`src/rtl/trace_collector.sv`:
```
// trace_collector: captures EX tracker records on each rising edge of
// ex_data_ready into a circular queue and serializes them as DATA_WIDTH
// words, least-significant word first, with a valid/ready handshake.
// The record type is carried as a flat TRACE_WIDTH-bit vector.
// Optional feature macro: TRACE_COLLECTOR_TIMESTAMP_EN. When it is defined,
// each record is preceded by one header word holding the counter value
// latched at capture.
module trace_collector #(
    parameter int DATA_WIDTH  = 32,
    parameter int QUEUE_DEPTH = 4,
    parameter int TRACE_WIDTH = 72,
    parameter int NUM_WORDS   = (TRACE_WIDTH + DATA_WIDTH - 1) / DATA_WIDTH
) (
    input  logic                         clk,
    input  logic                         rst,
    input  logic [31:0]                  counter,
    input  logic                         ex_data_ready,
    input  logic [TRACE_WIDTH-1:0]       ex_data_i,
    output logic [DATA_WIDTH-1:0]        trace_word_o,
    output logic                         trace_valid_o,
    output logic                         trace_last_o,
    input  logic                         trace_ready_i,
    output logic [15:0]                  dropped_count_o,
    output logic                         overflow_o,
    output logic [$clog2(QUEUE_DEPTH):0] queue_level_o
);

    localparam int AW = $clog2(QUEUE_DEPTH);
    localparam int IW = (NUM_WORDS > 1) ? $clog2(NUM_WORDS) : 1;
    localparam int PW = NUM_WORDS * DATA_WIDTH;

`ifdef TRACE_COLLECTOR_TIMESTAMP_EN
    typedef enum logic [1:0] {IDLE = 2'd0, SEND_HDR = 2'd1, SEND_BODY = 2'd2} state_t;
    localparam state_t FIRST = SEND_HDR;
    logic [31:0] ts_mem [QUEUE_DEPTH];
`else
    typedef enum logic [1:0] {IDLE = 2'd0, SEND_BODY = 2'd2} state_t;
    localparam state_t FIRST = SEND_BODY;
    logic unused_counter;
    assign unused_counter = ^counter;
`endif

    state_t           state_q, state_d;
    logic [IW-1:0]    idx_q, idx_d;
    logic [AW-1:0]    rd_ptr_q, rd_ptr_d;
    logic [AW-1:0]    wr_ptr_q, wr_ptr_d;
    logic [AW:0]      level_q, level_d;
    logic             edge_q;
    logic [15:0]      dropped_q, dropped_d;
    logic             overflow_q, overflow_d;

    logic [TRACE_WIDTH-1:0] data_mem [QUEUE_DEPTH];
    logic [PW-1:0]          padded;
    logic                   capture, full, push, pop, drop, is_last;

    // Next-state, handshake and queue bookkeeping; pop is resolved before push
    always_comb begin
        state_d       = state_q;
        idx_d         = idx_q;
        trace_valid_o = 1'b0;
        trace_last_o  = 1'b0;
        trace_word_o  = '0;
        pop           = 1'b0;
        is_last       = (idx_q == IW'(NUM_WORDS - 1));
        padded        = '0;
        padded[TRACE_WIDTH-1:0] = data_mem[rd_ptr_q];
        capture       = ex_data_ready & ~edge_q;
        full          = (level_q == (AW+1)'(QUEUE_DEPTH));

        case (state_q)
            IDLE: begin
                if (level_q != '0) begin
                    state_d = FIRST;
                    idx_d   = '0;
                end
            end
`ifdef TRACE_COLLECTOR_TIMESTAMP_EN
            SEND_HDR: begin
                trace_valid_o = 1'b1;
                trace_word_o  = DATA_WIDTH'(ts_mem[rd_ptr_q]);
                if (trace_ready_i) begin
                    state_d = SEND_BODY;
                    idx_d   = '0;
                end
            end
`endif
            SEND_BODY: begin
                trace_valid_o = 1'b1;
                trace_word_o  = padded[idx_q*DATA_WIDTH +: DATA_WIDTH];
                trace_last_o  = is_last;
                if (trace_ready_i) begin
                    if (is_last) pop = 1'b1;
                    else         idx_d = idx_q + 1'b1;
                end
            end
            default: state_d = IDLE;
        endcase

        push = capture & (~full | pop);
        drop = capture & full & ~pop;

        case ({push, pop})
            2'b10:   level_d = level_q + 1'b1;
            2'b01:   level_d = level_q - 1'b1;
            default: level_d = level_q;
        endcase
        rd_ptr_d = rd_ptr_q + AW'(pop);
        wr_ptr_d = wr_ptr_q + AW'(push);

        // Chain straight into the next record (including one pushed this cycle)
        if (pop) begin
            state_d = (level_d != '0) ? FIRST : IDLE;
            idx_d   = '0;
        end

        dropped_d  = (drop && dropped_q != 16'hFFFF) ? dropped_q + 16'd1 : dropped_q;
        overflow_d = overflow_q | drop;

        dropped_count_o = dropped_q;
        overflow_o      = overflow_q;
        queue_level_o   = level_q;
    end

    // Control state with asynchronous reset
    always_ff @(posedge clk or posedge rst) begin
        if (rst) begin
            state_q    <= IDLE;
            idx_q      <= '0;
            rd_ptr_q   <= '0;
            wr_ptr_q   <= '0;
            level_q    <= '0;
            edge_q     <= 1'b0;
            dropped_q  <= '0;
            overflow_q <= 1'b0;
        end else begin
            state_q    <= state_d;
            idx_q      <= idx_d;
            rd_ptr_q   <= rd_ptr_d;
            wr_ptr_q   <= wr_ptr_d;
            level_q    <= level_d;
            edge_q     <= ex_data_ready;
            dropped_q  <= dropped_d;
            overflow_q <= overflow_d;
        end
    end

    // Record storage; contents need no reset since level gates every read
    always_ff @(posedge clk) begin
        if (push) begin
            data_mem[wr_ptr_q] <= ex_data_i;
`ifdef TRACE_COLLECTOR_TIMESTAMP_EN
            ts_mem[wr_ptr_q]   <= counter;
`endif
        end
    end

endmodule

```
`config.mk`:
```
export PLATFORM = sky130hd
export DESIGN_NAME = trace_collector
export DESIGN_NICKNAME = d
export VERILOG_FILES = /design/src/rtl/trace_collector.sv
export SDC_FILE = /design/constraint.sdc
export NUM_CORES = 1
export LEC_CHECK = 0
export BUFFER_PORTS_ARGS = -buffer_cell sky130_fd_sc_hd__clkbuf_2
export CORE_MARGIN = 2
export CORE_UTILIZATION = 35
export DETAILED_ROUTE_END_ITERATION = 8
export GPL_TIMING_DRIVEN = 1
export PLACE_DENSITY = 0.54
export SYNTH_ARGS = -nofsm -noshare
export SYNTH_HDL_FRONTEND = slang
export SYNTH_SLANG_ARGS = --single-unit
```
`constraint.sdc`:
```
create_clock -name clk -period 9.1 [get_ports clk]
set_clock_uncertainty 0.05 [all_clocks]
set_input_delay 0.91 -clock clk [delete_from_list [all_inputs] [get_ports clk]]
set_output_delay 0.91 -clock clk [all_outputs]
set_load 0.01 [all_outputs]
```
==> metrics.txt, run 1 <==
# setup viols final=0; VDD IR max=0.0002081 V; HP Class=input port to asynchronous set/reset pin; number of cells after detailed placement=1195; die width=192.0 um; Hold Fails Final Rpt=0; Tmin final=4.239 ns; flops & latches, synth=316; Tot GR Track Use=14.49%; via count=6205; Die Area=36860 um2; Lkg Pwr=5.129 nW; critical path endpoint category=output port; Final Wtd Congestion=0.7196; RSZ-0062 raised after global routing=false; worst slack, placed=4.933 ns; Ports=162; Syn Area/Cell=19.73 um2; TritonCTS clock tree=built; YS warnings=0; layout cells sized above 1=34.79%; root buf cell=clkbuf_16; drt drc=0; wirelength, routed=25.75 mm; IO buf count=129; initial cell density of the core=35.63%; worst setup path class=register to output port; largest net degree at the start of global routing=46; Routed Antenna Nets=0; crit path DAT=3.28 ns; antenna violations before repair=3; Final period util=46.58%; Slew Viols, Final=0; Detailed Routing Iterations Pass 1=4; max_slew headroom=41.71%; clk slew on worst S/H paths=0.06 ns; Area after DPL=13560 um2; fmax=235.9 MHz; DPL Wire Length=14.81 mm; CP Data Required Time=8.14 ns; clock tree sinks=316; Final Cell Area=14670 um2; Clk Latency, worst-skew pair=0.51 ns; setup tns final=0 ns; mapped cell area=12370 um2; clock buffer depth=3; CTS resizes=0; Setup Buffers After CTS=0; Worst Setup Slack, final=4.861 ns; row count=68; Seq/Total Area, Yosys=75.59%; Final Non-Filler Cells=1259; WL/cell=20.46 um; Syn-to-layout area delta=18.60%; Die H=192.0 um; Max-cap violations=0; r2r setup slk=5.08 ns; Core Region=34710 um2; initial DRC count=388; Netlist cell types=42; TritonCTS buffer count=37; ys async rst share=8.861%; Setup crit start kind=register; outcome=completed; first-pass GRT wire length=39.55 mm; vias per cell=4.929; Worst-Margin Slew=0.8743 ns; H-Tree Depth=2; vias in the first global route=6575; remaining global-route overflow=0; Pwr per Cell Area=305.9 nW/um2; Post-synth EDFFs=288; Syn Nets=740; FF-to-FF Start=idx_q[0]; Post-Synthesis Cells=627; Critical Path Start=rd_ptr_q[0]; ys flop type=edfxtp_1; worst-path fanout max=40; cts hold-fix bufs=0; post-layout net count=892
==> cell families after synthesis <==
logic type	Yosys count	share of synthesized area [%]
flops	316	75.59
simple gates	117	4.988
mux	83	14.02
compound gates	44	1.912
buf+inv	44	1.649
xor+xnor	18	1.275
fa+ha+maj	5	0.5665
==> critical path, cell delays in order, from the launching register on <==
cell,delay [ns]
dfrtp_4,1.00
buf_4,0.69
mux4_2,0.58
inv_1,0.06
o22ai_1,0.06
and2_1,0.21
clkbuf_2,0.14
==> through the flow <==
stage | hold WS [ns] | util (%) | power [mW]
floorplan | 0.4297 | - | 2.778
global placement | 0.4310 | 39.06 | 3.207
detailed placement | 0.4224 | 39.06 | 3.214
CTS | 0.3835 | 42.24 | 4.584
global route | 0.4220 | 42.24 | 4.750
finish | 0.3859 | 42.26 | 4.487
==> power by group <==
part | internal, mW | switching (mW) | leakage (nW)
clock network | 0.807 | 0.543 | 0.543
logic | 0.565 | 0.638 | 1.62
registers | 1.77 | 0.167 | 2.96
==> cell usage after synthesis, types with 7 or more instances <==
cell type	instances	area share, %
inv_1	14	0.42
mux4_2	72	13
o22ai_1	9	0.46
buf_4	10	0.61
and2_1	11	0.56
nand2_1	59	1.8
xnor2_1	11	0.78
clkbuf_1	15	0.46
mux2i_1	9	0.73
xor2_1	7	0.50
a21oi_1	27	1.1
edfxtp_1	288	70
dfrtp_1	28	5.7
nor2_1	10	0.30
==> cell type report <==
| cell class | instances | area [um2] |
|---|---|---|
| sequential | 316 | 9358 |
| antenna | 2 | 5.005 |
| tap | 455 | 569.3 |
| timing repair buffer | 141 | 735.7 |
| clock inverter | 13 | 91.34 |
| fill | 3114 | 20040 |
| multi-input combinational | 267 | 2836 |
| clock buffer | 49 | 1013 |
| inverter | 16 | 60.06 |
==> sequential cells by signal (all words and copies together), names as in the netlist <==
register	count
queue_level_o	3
rd_ptr_q	2
state_q	1
wr_ptr_q	2
idx_q	2
data_mem	288
dropped_count_o	16
edge_q	1
overflow_o	1
==> per-layer routing <==
metal  GRT usage, %  part of all wire [%]  wire, um
met5              0                     0         0
met4          3.670                   1.8       474
met3          4.787                   7.7      1984
met2          23.60                    48     12260
met1          18.77                    43     11030
==> worst paths after layout <==
path / to / cells past startpoint
worst min register to register: overflow_o / 1
min in group clk: overflow_o / 1
worst min-delay path: dropped_count_o[11] / 3
max in group asynchronous: rd_ptr_q[0] / 3
worst max-delay path: trace_word_o[6] / 6
worst max register to register: data_mem[1][50] / 10
==> layout by cell type (no fill, tap or decap), drive strengths merged, types with 2 or more instances in the layout <==
cell    instances
mux2i           9
o22ai           9
diode           2
edfxtp        288
buf            12
a21oi          27
nand2          59
xor2            7
xnor2          11
clkinv         13
mux4           72
nand3           7
nor2           11
and3            4
clkbuf        178
and2           11
ha              4
mux2            2
o21ai           6
dfrtp          28
nand4           8
inv            15
nand2b          3
nor3            3
nor4            3
Power figures use the tool's default switching activity.
==> inputs of run 2 (changes only) <==
--- a/config.mk
+++ b/config.mk
@@ -5,12 +5,13 @@
 export SDC_FILE = /design/constraint.sdc
 export NUM_CORES = 1
 export LEC_CHECK = 0
+export ABC_AREA = 1
 export BUFFER_PORTS_ARGS = -buffer_cell sky130_fd_sc_hd__clkbuf_2
 export CORE_MARGIN = 2
 export CORE_UTILIZATION = 35
 export DETAILED_ROUTE_END_ITERATION = 8
 export GPL_TIMING_DRIVEN = 1
-export PLACE_DENSITY = 0.54
+export PLACE_DENSITY = 0.56
 export SYNTH_ARGS = -nofsm -noshare
 export SYNTH_HDL_FRONTEND = slang
 export SYNTH_SLANG_ARGS = --single-unit
==> constraint.sdc (replaced) <==
create_clock -name clk -period 3.72 [get_ports clk]
set_clock_uncertainty 0.05 [all_clocks]
set_input_delay 0.372 -clock clk [delete_from_list [all_inputs] [get_ports clk]]
set_output_delay 0.372 -clock clk [all_outputs]
set_load 0.01 [all_outputs]
==> metrics.txt, run 2 <==
Detailed Routing Iterations Pass 1=5; HP Class=input port to register; mapped cell area=12880 um2; first-pass GRT wire length=45.83 mm; Final period util=87.70%; Core Region=36430 um2; TritonCTS clock tree=built; Syn Area/Cell=12.38 um2; clk slew on worst S/H paths=0.05 ns; worst setup path class=register to output port; Synth top cells by count=edfxtp_1, nor2_1, o21ai_0; worst-path fanout max=61; Worst path max stage delay=0.62 ns; Critical Path Start=rd_ptr_q[0]; Syn-to-layout area delta=18.46%; flops & latches, synth=316; clock buffer depth=3; post-layout net count=1304; CP endpoint=trace_word_o[22]; ys async rst share=8.861%; Die H=195.9 um; ys flop type=edfxtp_1; Synth Area in Compound Gates=9.877%; most common cell in the netlist=edfxtp_1; largest family of logic cells by synthesized area=simple AND/OR/NAND/NOR gates; mux cell area share after synthesis=0%; commonest cells after routing, fill and taps aside=edfxtp_1, nor2_1, o21ai_0, clkbuf_2, nand2_1; crit path DAT=2.84 ns; Synth area leaders=edfxtp_1, nor2_1, o21ai_0, dfrtp_1, o32ai_1; CP cell instances=inv_4 > buf_4 > nor2_1 > o32ai_1 > nor2_1 > nor2_1 > clkbuf_2; vias per cell=4.950; Worst Setup Slack, final=0.4576 ns; Tot GR Track Use=15.49%; Lkg Pwr=5.484 nW; simple-gate area share of the yosys netlist=12.34%; H-Tree Depth=2; initial DRC count=499; Post-Synth Adder-Cell Area=0.5438%; Final Wtd Congestion=0.7801; Worst-Margin Slew=0.7749 ns; worst r2r path cells=5; worst flop-to-flop path endpoint=data_mem[3][50]; critical path depth=7; Setup crit start kind=register; initial cell density of the core=35.36%; Bufs and invs on worst path=3; Die Area=38360 um2; XOR/XNOR share of the synthesized area=1.088%; drt drc=0; die width=195.9 um; outcome=completed; row count=70; commonest non-fill, non-tap cell in the layout=edfxtp_1; WL/cell=17.66 um; wirelength, routed=29.66 mm; Max-cap violations=0; Area after DPL=14020 um2; Ports=162; RSZ-0062 raised after global routing=false; Seq/Total Area, Yosys=72.56%; Syn Nets=1154; Post-Synthesis Cells=1041; TritonCTS buffer count=35; fmax=306.5 MHz; Tmin final=3.262 ns; layout cells sized above 1=18.17%; IO buf count=129; DPL Wire Length=17.41 mm; Pwr per Cell Area=757.3 nW/um2; CP Data Required Time=3.30 ns; max_slew headroom=48.34%; VDD IR max=0.0005385 V; root buf cell=clkbuf_16; Slew Viols, Final=0; Setup Buffers After CTS=0; Synth top area share=67.13%; largest net degree at the start of global routing=102; # setup viols final=0; Final Cell Area=15260 um2; Top reg by flops=data_mem; Clk Latency, worst-skew pair=0.53 ns; remaining global-route overflow=0; CP max stage cell=dfrtp_4; r2r setup slk=1.01 ns; Largest register FFs=288; fillers=3396; vias in the first global route=8040; delay-heaviest family, CP=buffers and inverters; Post-synth EDFFs=288; Hold Fails Final Rpt=0; worst slack, placed=0.9980 ns; CTS resizes=0; antenna violations before repair=3; YS warnings=0; Routed Antenna Nets=0; critical path endpoint category=output port; via count=8316; Crit path top cell by count=nor2_1; Netlist cell types=31; cell taking the most area after synthesis=edfxtp_1; FF-to-FF Start=state_q[1]; clock tree sinks=316
run 2: worst min-delay path by stage:
stage	cells past startpoint	from	end	slack, ns
after global placement	2	rst	dropped_count_o[7]	0.44
after global routing	1	ex_data_i[29]	data_mem[2][29]	0.007
after CTS	1	ex_data_i[63]	data_mem[2][63]	0.0006
after floorplan	0	ex_data_ready	edge_q	0.35
after detailed placement	2	rst	dropped_count_o[10]	0.45
final	1	ex_data_i[13]	data_mem[3][13]	0.02
run 2: cell type report:
class / instances / area, um2 / area share [%]
Antenna cell: 1 / 2.502 / 0.01640
Clock buffer: 44 / 919.6 / 6.026
Clock inverter: 13 / 93.84 / 0.6149
Inverter: 30 / 115.1 / 0.7542
Multi-Input combinational cell: 635 / 3118 / 20.43
Sequential cell: 316 / 9356 / 61.31
Tap cell: 468 / 585.6 / 3.837
Timing Repair Buffer: 173 / 1071 / 7.018
run 2: timing repair:
| action | in CTS | in global routing |
|---|---|---|
| hold buffers | 23 | 0 |
| setup endpoints to repair | 0 | 0 |
| endpoints found under the hold margin | 91 | 0 |
run 2: power breakdown:
part,leakage [nW],total (mW),internal [mW],switching (mW)
sequential,2.95,4.63,4.34,0.287
clock,0.497,3.13,1.81,1.32
combinational,2.04,3.80,1.25,2.54
total,5.48,11.6,7.41,4.15
run 2: cells by family (layout without fill, tap and decap cells):
family	after synthesis	count (layout)
AO/OA/AOI/OAI	218	218
flip-flops	316	316
adder cells (fa/ha/maj)	5	5
buffers and inverters	90	260
AND/OR/NAND/NOR	396	396
XOR/XNOR	16	16
other	0	1
run 2: stage by stage:
step / setup TNS [ns] / total power, mW / hold WS [ns] / utilization [%] / instances
after floorplan: -309.87 / 7.208 / 0.3534 / - / 1041
after global placement: 0 / 8.511 / 0.4440 / 38.47 / 1599
after detailed placement: 0 / 8.553 / 0.4546 / 38.47 / 1599
after CTS: 0 / 11.73 / 0.0005799 / 41.88 / 1679
after global routing: 0 / 12.30 / 0.006526 / 41.88 / 1679
final: 0 / 11.56 / 0.02033 / 41.89 / 1680
run 2: layer usage:
layer	routed length [um]	global-route usage [%]	up-vias
li1	-	-	4020
met1	12880	20.06	4035
met2	14150	25.43	202
met3	1918	4.091	53
met4	681	4.994	6
met5	39	0	-
==> inputs of run 3 (changes only) <==
--- a/config.mk
+++ b/config.mk
@@ -6,12 +6,12 @@
 export NUM_CORES = 1
 export LEC_CHECK = 0
 export ABC_AREA = 1
-export BUFFER_PORTS_ARGS = -buffer_cell sky130_fd_sc_hd__clkbuf_2
 export CORE_MARGIN = 2
 export CORE_UTILIZATION = 35
 export DETAILED_ROUTE_END_ITERATION = 8
+export DONT_BUFFER_PORTS = 1
 export GPL_TIMING_DRIVEN = 1
-export PLACE_DENSITY = 0.56
+export PLACE_DENSITY = 0.5
 export SYNTH_ARGS = -nofsm -noshare
 export SYNTH_HDL_FRONTEND = slang
 export SYNTH_SLANG_ARGS = --single-unit
==> constraint.sdc (replaced) <==
create_clock -name clk -period 4.2 [get_ports clk]
set_clock_uncertainty 0.05 [all_clocks]
set_input_delay 0.42 -clock clk [delete_from_list [all_inputs] [get_ports clk]]
set_output_delay 0.42 -clock clk [all_outputs]
set_load 0.01 [all_outputs]
==> metrics.txt, run 3 (same netlist as run 2, synthesis figures left out) <==
Final period util=79.46%; number of cells after detailed placement=1467; Critical Path Start=rd_ptr_q[0]; Ports=162; post-layout net count=1224; IO buf count=0; fmax=299.6 MHz; drt drc=0; row count=70; Detailed Routing Iterations Pass 1=4; Fin Hold WS=0.1445 ns; # setup viols final=0; layout cells sized above 1=8.516%; clock tree sinks=316; root buf cell=clkbuf_16; Final Cell Area=15310 um2; DPL Wire Length=17.40 mm; Clk Latency, worst-skew pair=0.51 ns; Pint=6.614 mW; Gate power share=29.0%; outcome=completed; Lkg Pwr=5.225 nW; CTS resizes=0; clock buffer depth=3; hold_sp=trace_ready_i; H-Tree Depth=2; Area after DPL=13400 um2; Hold Fails Final Rpt=0; initial cell density of the core=35.36%; VDD IR max=0.0004229 V; WL/cell=19.01 um; wirelength, routed=30.60 mm; vias in the first global route=8042; FF-to-FF Start=idx_q[0]; clk slew on worst S/H paths=0.06 ns; max_slew headroom=36.05%; Routed Antenna Nets=0; Largest register FFs=288; Pwr per Cell Area=672.7 nW/um2; commonest cells after routing, fill and taps aside=edfxtp_1, nor2_1, o21ai_0, dlygate4sd3_1, nand2_1; CP Data Required Time=3.73 ns; Setup crit start kind=register; crit path DAT=2.87 ns; Die H=195.9 um; Sw Pwr=3.686 mW; Crit path top cell by count=nor2_1; remaining global-route overflow=0; critical path endpoint category=output port; TritonCTS clock tree=built; Top reg by flops=data_mem; RSZ-0062 raised after global routing=false; worst-path fanout max=62; via count=8005; Final Wtd Congestion=0.7624; HP Class=input port to register; Worst path max stage delay=0.73 ns; Syn-to-layout area delta=18.84%; antenna violations before repair=5; Core Region=36430 um2; CP max stage cell=dfrtp_4; initial DRC count=424; Max-cap violations=0; total power=10.30 mW; worst slack, placed=1.241 ns; Tot GR Track Use=15.83%; Reg power frac=41.4%; Final Util=42.02%; setup tns final=0 ns; Tmin final=3.337 ns; Worst-Margin Slew=0.9593 ns; Final Non-Filler Cells=1610; Slew Viols, Final=0; Worst Setup Slack, final=0.8627 ns; Die Area=38360 um2; die width=195.9 um; vias per cell=4.972; CP cell instances=inv_4 > buf_4 > nor2_1 > o32ai_1 > nor2_1 > nor2_1; commonest non-fill, non-tap cell in the layout=edfxtp_1; largest net degree at the start of global routing=87; first-pass GRT wire length=46.58 mm; Net Sw Frac=35.79%; clock power share=29.6%; worst setup path class=register to output port; TritonCTS buffer count=36
run 3: worst max-delay path: cells and delay by family (launching register included):
| family | cells | cell delay (ns) |
|---|---|---|
| DFF | 1 | 0.73 |
| buffers and inverters | 2 | 0.89 |
| and+or+nand+nor | 3 | 0.49 |
| AOI/OAI and AO/OA | 1 | 0.24 |
run 3: power by group through the flow:
stage	Combinational (mW)	Sequential (mW)	Clock [mW]
floorplan	2.31	4.07	0
global placement	2.97	4.33	0
detailed placement	2.99	4.33	0
CTS	3.08	4.27	3.13
global route	3.39	4.32	3.25
finish	2.99	4.26	3.05
run 3: cell type report:
| type | instances | area [um2] |
|---|---|---|
| Clock inverter | 18 | 176.4 |
| Clock buffer | 48 | 988.4 |
| Timing Repair Buffer | 92 | 963.4 |
| Multi-Input combinational cell | 635 | 3118 |
| Fill cell | 3414 | 21120 |
| Tap cell | 468 | 585.6 |
| Sequential cell | 316 | 9356 |
| Inverter | 30 | 115.1 |
| Antenna cell | 3 | 7.507 |
run 3: timing repair:
action / CTS / global route
hold buffers: 74 / 0
buffers inserted: 0 / 0
endpoints found under the hold margin: 300 / 0
run 3: worst paths after layout:
| kind | end | slack (ns) | cells past startpoint |
|---|---|---|---|
| hold / removal | idx_q[1] | 0.14 | 3 |
| setup / recovery | trace_word_o[9] | 0.86 | 6 |
| min in group asynchronous | dropped_count_o[10] | 0.36 | 2 |
| hold reg to reg | overflow_o | 0.53 | 1 |
| max in group asynchronous | rd_ptr_q[1] | 3.07 | 3 |
| setup reg to reg | data_mem[2][29] | 1.52 | 7 |
run 3: routing by layer:
metal  vias up  global-route usage [%]  part of all wire, %
li1       3867                       -                    -
met1      3938                   19.95                   43
met2       155                   27.26                   49
met3        41                   3.954                  5.9
met4         4                   4.153                  1.7
met5         -                       0                0.088
